**src/rtl/stream_fifo_pkg.sv**
```systemverilog
// rtl/stream_fifo_pkg.sv - shared sizing helpers for the watermark stream FIFO
package stream_fifo_pkg;

  localparam int unsigned MaxDepth = 65536;

  function automatic int unsigned usage_width(input int unsigned depth);
    return $clog2(depth + 1);
  endfunction

  // A single-entry FIFO still needs a one-bit pointer to index its storage.
  function automatic int unsigned ptr_width(input int unsigned depth);
    return (depth > 1) ? $clog2(depth) : 1;
  endfunction

endpackage

```
**src/rtl/stream_fifo_wrap_ptr.sv**
```systemverilog
// rtl/stream_fifo_wrap_ptr.sv - circular pointer wrapping from Depth-1 to 0 for any depth
module stream_fifo_wrap_ptr
  import stream_fifo_pkg::*;
#(
  parameter int unsigned Depth    = 8,
  parameter int unsigned PtrWidth = ptr_width(Depth)
) (
  input  logic                clk_i,
  input  logic                rst_ni,
  input  logic                clr_i,
  input  logic                inc_i,
  output logic [PtrWidth-1:0] ptr_o
);

  localparam logic [PtrWidth-1:0] LastPtr = PtrWidth'(Depth - 1);

  logic [PtrWidth-1:0] ptr_d, ptr_q;

  always_comb begin
    ptr_d = ptr_q;
    if (clr_i) begin
      ptr_d = '0;
    end else if (inc_i) begin
      ptr_d = (ptr_q == LastPtr) ? '0 : ptr_q + 1'b1;
    end
  end

  always_ff @(posedge clk_i) begin
    if (!rst_ni) begin
      ptr_q <= '0;
    end else begin
      ptr_q <= ptr_d;
    end
  end

  assign ptr_o = ptr_q;

endmodule

```
**src/rtl/stream_fifo_watermark.sv**
```systemverilog
// rtl/stream_fifo_watermark.sv - ready/valid FIFO with exact fill level, watermarks and peak occupancy
module stream_fifo_watermark
  import stream_fifo_pkg::*;
#(
  parameter int unsigned Depth       = 8,
  parameter type         type_t      = logic,
  parameter bit          FallThrough = 1'b0,
  parameter int unsigned UsageWidth  = usage_width(Depth)
) (
  input  logic                  clk_i,
  input  logic                  rst_ni,
  input  logic                  flush_i,
  input  logic                  clear_stats_i,
  input  logic [UsageWidth-1:0] afull_thresh_i,
  input  logic [UsageWidth-1:0] aempty_thresh_i,
  input  type_t                 data_i,
  input  logic                  valid_i,
  output logic                  ready_o,
  output type_t                 data_o,
  output logic                  valid_o,
  input  logic                  ready_i,
  output logic [UsageWidth-1:0] usage_o,
  output logic                  almost_full_o,
  output logic                  almost_empty_o,
  output logic [UsageWidth-1:0] max_usage_o
);

  localparam int unsigned           PtrWidth = ptr_width(Depth);
  localparam logic [UsageWidth-1:0] DepthU   = UsageWidth'(Depth);

  if (Depth == 0 || Depth > MaxDepth) begin : g_bad_depth
    $fatal(1, "stream_fifo_watermark: Depth must be within 1..65536");
  end

  type_t                 mem_q [Depth];
  logic [PtrWidth-1:0]   wr_ptr, rd_ptr;
  logic [UsageWidth-1:0] usage_d, usage_q;
  logic [UsageWidth-1:0] max_usage_d, max_usage_q;
  logic                  empty, bypass, push, pop, do_write, do_read;

  assign empty   = (usage_q == '0);
  assign ready_o = (usage_q != DepthU);
  // In fall-through mode an empty FIFO presents the producer directly to the consumer.
  assign bypass  = FallThrough && empty;
  assign valid_o = bypass ? valid_i : !empty;
  assign data_o  = bypass ? data_i : mem_q[rd_ptr];

  assign push     = valid_i & ready_o;
  assign pop      = valid_o & ready_i;
  assign do_write = push & !(bypass & pop) & !flush_i;
  assign do_read  = pop & !bypass & !flush_i;

  always_comb begin
    usage_d = usage_q;
    if (flush_i) begin
      usage_d = '0;
    end else begin
      usage_d = usage_q + UsageWidth'(do_write) - UsageWidth'(do_read);
    end
  end

  always_comb begin
    max_usage_d = max_usage_q;
    if (clear_stats_i) begin
      max_usage_d = usage_d;
    end else if (usage_d > max_usage_q) begin
      max_usage_d = usage_d;
    end
  end

  always_ff @(posedge clk_i) begin
    if (!rst_ni) begin
      usage_q     <= '0;
      max_usage_q <= '0;
    end else begin
      usage_q     <= usage_d;
      max_usage_q <= max_usage_d;
    end
  end

  always_ff @(posedge clk_i) begin
    if (do_write) begin
      mem_q[wr_ptr] <= data_i;
    end
  end

  stream_fifo_wrap_ptr #(.Depth(Depth), .PtrWidth(PtrWidth)) u_wr_ptr (
    .clk_i  (clk_i),
    .rst_ni (rst_ni),
    .clr_i  (flush_i),
    .inc_i  (do_write),
    .ptr_o  (wr_ptr)
  );

  stream_fifo_wrap_ptr #(.Depth(Depth), .PtrWidth(PtrWidth)) u_rd_ptr (
    .clk_i  (clk_i),
    .rst_ni (rst_ni),
    .clr_i  (flush_i),
    .inc_i  (do_read),
    .ptr_o  (rd_ptr)
  );

  assign usage_o        = usage_q;
  assign max_usage_o    = max_usage_q;
  assign almost_full_o  = (usage_q >= afull_thresh_i);
  assign almost_empty_o = (usage_q <= aempty_thresh_i);

`ifndef SYNTHESIS
  usage_bound_a : assert property (@(posedge clk_i) disable iff (!rst_ni) usage_q <= DepthU);

  if (!FallThrough) begin : g_stable_chk
    data_stable_a : assert property (@(posedge clk_i) disable iff (!rst_ni)
      (valid_o && !ready_i) |=> (!valid_o || $stable(data_o)));
  end
`endif

endmodule

```
**config.mk**
```make
export PLATFORM = sky130hd
export DESIGN_NAME = stream_fifo_watermark
export DESIGN_NICKNAME = d
export VERILOG_FILES = /design/src/rtl/stream_fifo_pkg.sv /design/src/rtl/stream_fifo_wrap_ptr.sv /design/src/rtl/stream_fifo_watermark.sv
export SDC_FILE = /design/constraint.sdc
export NUM_CORES = 1
export LEC_CHECK = 0
export CAP_MARGIN = 20
export CORE_UTILIZATION = 45
export CTS_CLUSTER_DIAMETER = 30
export CTS_CLUSTER_SIZE = 16
export DETAILED_ROUTE_END_ITERATION = 10
export PLACE_DENSITY = 0.81
export SLEW_MARGIN = 20
export SYNTH_ARGS = -nofsm -noshare
export SYNTH_HDL_FRONTEND = slang
export SYNTH_SLANG_ARGS = --single-unit
```
**constraint.sdc**
```tcl
create_clock -name clk_i -period 5.4 [get_ports clk_i]
set_clock_uncertainty 0.1 [all_clocks]
set_input_delay 0.54 -clock clk_i [delete_from_list [all_inputs] [get_ports clk_i]]
set_output_delay 0.54 -clock clk_i [all_outputs]
set_load 0.02 [all_outputs]
```
==> results.tsv <==
metric	value	unit
startpoint_type	flop	
area_growth	24.4	%
numPortBuffers	27	
setup_ws	1530	ps
cpMostUsedCell	ha_1	
syn-num-nets	184	
path_class	flop to flop	
synthFlopType	dfxtp_1	
reg2regPathDepth	16	
slowest_stage	or3b_2	
cts.reportedPaths.clkPinSlew	150	ps
status	finished, final reports clean	
timing.fmax	259	MHz
rows	20	
dpl_cell_area	1780	um2
fin_crit_sh	0.716	
slew_viol_final	0	
worstHoldEndpoint	u_rd_ptr.ptr_o[1]$_SDFFE_PP0N_	
clockBufferDepth	2	
cts_resized	0	
wirelength	2910	um
num_io_pins	28	
cts.repair_timing.setup_buffer_count	0	
seq_area_frac_synth	0.398	
synth_area	1460	um2
tns	0	ps
pre_cts_ws	1350	ps
grt_usage	0.179	
worst_pin_slew	391	ps
yosysUniqueCellTypes	37	
period_minus_slack	3870	ps
detail_route.drc_violations	0	
drive_gt1_frac	0.0791	
cts_tree	done	
die_h	58.9	um
hold_depth	2	
power.density	252	nW/um2
hp-class	flop to flop	
diodes	0	
die_area	3470	um2
gr-total-overflow	0	
vias	1147	
hold_buffers	0	
async_flop_share	0	
start_util	0.477	
slew_headroom	0.737	
route.antenna.remaining_nets	0	
htreeDepth	1	
cp_data_required_time	5590	ps
dp_hpwl	2440	um
hold_violations	0	
max_stage_delay	490	ps
cts_made_buffers	3	
ys_warn_count	0	
cp.arrival	4050	ps
cp_cell_sequence	inv_1 -> ha_1 -> or3b_2 -> nand2_1 -> nor2_1 -> ha_1 -> inv_1 -> ha_1 -> fa_1 -> xnor2_1 -> nor2_1 -> ha_1 -> nor4_1 -> a22oi_1 -> a211oi_1 -> a41o_1	
rsz0062_at_grt	no	
regToRegStartpoint	usage_o[2]$_SDFF_PN0_	
grt_max_degree	16	
ys_seq_elements	25	
grt_pass1_vias	1153	
cts.sinks	25	
setup.worst_path.end_class	flop	
routedWlPerCell	13.2	um
root_buffer	clkbuf_4	
peakVddDrop	152	uV
drt_pass1_iterations	4	
synthCells	146	
setup_viol	0	
critical_path_buf_inv_count	2	
nets	216	
grtUsageMet2	0.347	
met3_usage	0.0352	
vias_per_cell	5.19	
synth_edf_count	8	
final_util	0.594	
grt_pass1_wl	4720	um
crit_family	simple AND/OR/NAND/NOR gates	
fp.dieW	58.9	um
rr_endpoint	max_usage_o[3]$_SDFFE_PN0P_	
final_cell_area	1810	um2
crit_fanout	5	
place.gp.congestion	0.835	
busiest_layer	met2	
drtIter0Drc	49	
p_total	0.456	mW
use_met1	0.193	
hold_start	u_rd_ptr.ptr_o[1]$_SDFFE_PP0N_	
post_synth.cell_area_avg	9.98	um2
r2r_slack	1530	ps
p_leak	0.774	nW
core_area	3050	um2
clk_latency	330	ps
antenna_found_initial	0	
maxCapViolCount	0	
==> metrics by stage <==
| stage | cells | hold slack, ps |
|---|---|---|
| 2_1_floorplan | 146 | 354 |
| 3_3_place_gp | 217 | 368 |
| 3_5_place_dp | 217 | 380 |
| 4_1_cts | 221 | 399 |
| 5_1_grt | 221 | 435 |
| 6_report | 221 | 400 |
==> how the worst max path moves through the flow <==
stage | from | end | slack (ps) | cells after the start
floorplan | usage_o[2]$_SDFF_PN0_ | max_usage_o[3]$_SDFFE_PN0P_ | 1770 | 16
global placement | flush_i | max_usage_o[3]$_SDFFE_PN0P_ | 1550 | 14
detailed placement | flush_i | max_usage_o[3]$_SDFFE_PN0P_ | 1350 | 14
CTS | usage_o[2]$_SDFF_PN0_ | max_usage_o[3]$_SDFFE_PN0P_ | 1530 | 16
global route | usage_o[2]$_SDFF_PN0_ | max_usage_o[1]$_SDFFE_PN0P_ | 1350 | 16
finish | usage_o[2]$_SDFF_PN0_ | max_usage_o[3]$_SDFFE_PN0P_ | 1530 | 16
==> cell usage in the layout, fill, tap and decap left out, drive strengths merged, types with 2 or more instances in the layout <==
cell and count:
nand2b 7, clkbuf 3, clkdlybuf4s50 27, a21oi 7, and2 2, o21ai 3, nand3 4, nand2 12
or3 2, inv 19, o21a 2, mux4 2, ha 22, edfxtp 8, or3b 2, nor3 4
a21o 3, nor2 10, a2bb2oi 2, nor2b 2, dfxtp 17, nor4 2
==> worst min-delay path, delay by kind of cell, from the launching register on <==
family           cells  cell delay (ps)
flip-flops           1              340
AO/OA/AOI/OAI        1               70
AND/OR/NAND/NOR      1               60
==> where the power goes <==
group          leakage (nW)  total [mW]  switching, mW  internal [mW]
Sequential            0.210       0.214        0.00951          0.205
Clock                0.0139      0.0877         0.0594         0.0284
Combinational         0.550       0.154         0.0773         0.0767
==> metal layers <==
layer | routed length (um) | up-vias
met5 | 0 | -
li1 | - | 581
met1 | 1190 | 531
met4 | 26 | 0
met3 | 106 | 4
met2 | 1580 | 31
==> cell families after synthesis <==
kind of cell | Yosys count | synth area share
mux | 3 | 0.0386
simple gates | 51 | 0.187
compound gates | 24 | 0.117
flops | 25 | 0.398
buf+inv | 19 | 0.0506
xor+xnor | 1 | 0.00601
fa+ha+maj | 23 | 0.203
==> synth_stat cells (all sizes together) (2+ instances only) <==
| cell type | number | area share |
|---|---|---|
| a21o | 3 | 0.015 |
| a21oi | 7 | 0.027 |
| a2bb2oi | 2 | 0.012 |
| and2 | 2 | 0.0086 |
| dfxtp | 17 | 0.23 |
| edfxtp | 8 | 0.16 |
| ha | 22 | 0.19 |
| inv | 19 | 0.051 |
| mux4 | 2 | 0.031 |
| nand2 | 12 | 0.031 |
| nand2b | 7 | 0.030 |
| nand3 | 4 | 0.014 |
| nor2 | 10 | 0.026 |
| nor2b | 2 | 0.0086 |
| nor3 | 4 | 0.014 |
| nor4 | 2 | 0.0086 |
| o21a | 2 | 0.010 |
| o21ai | 3 | 0.010 |
| or3 | 2 | 0.0086 |
| or3b | 2 | 0.014 |
==> cell type report <==
type / instances / area (um2)
inverters: 19 / 73.8
repair buffers: 27 / 270
clock inverters: 1 / 7.51
flip-flops and latches: 25 / 581
fillers: 263 / 1240
well taps: 44 / 55.1
multi-input cells: 102 / 803
clock buffers: 3 / 22.5
Power figures use the tool's default switching activity.
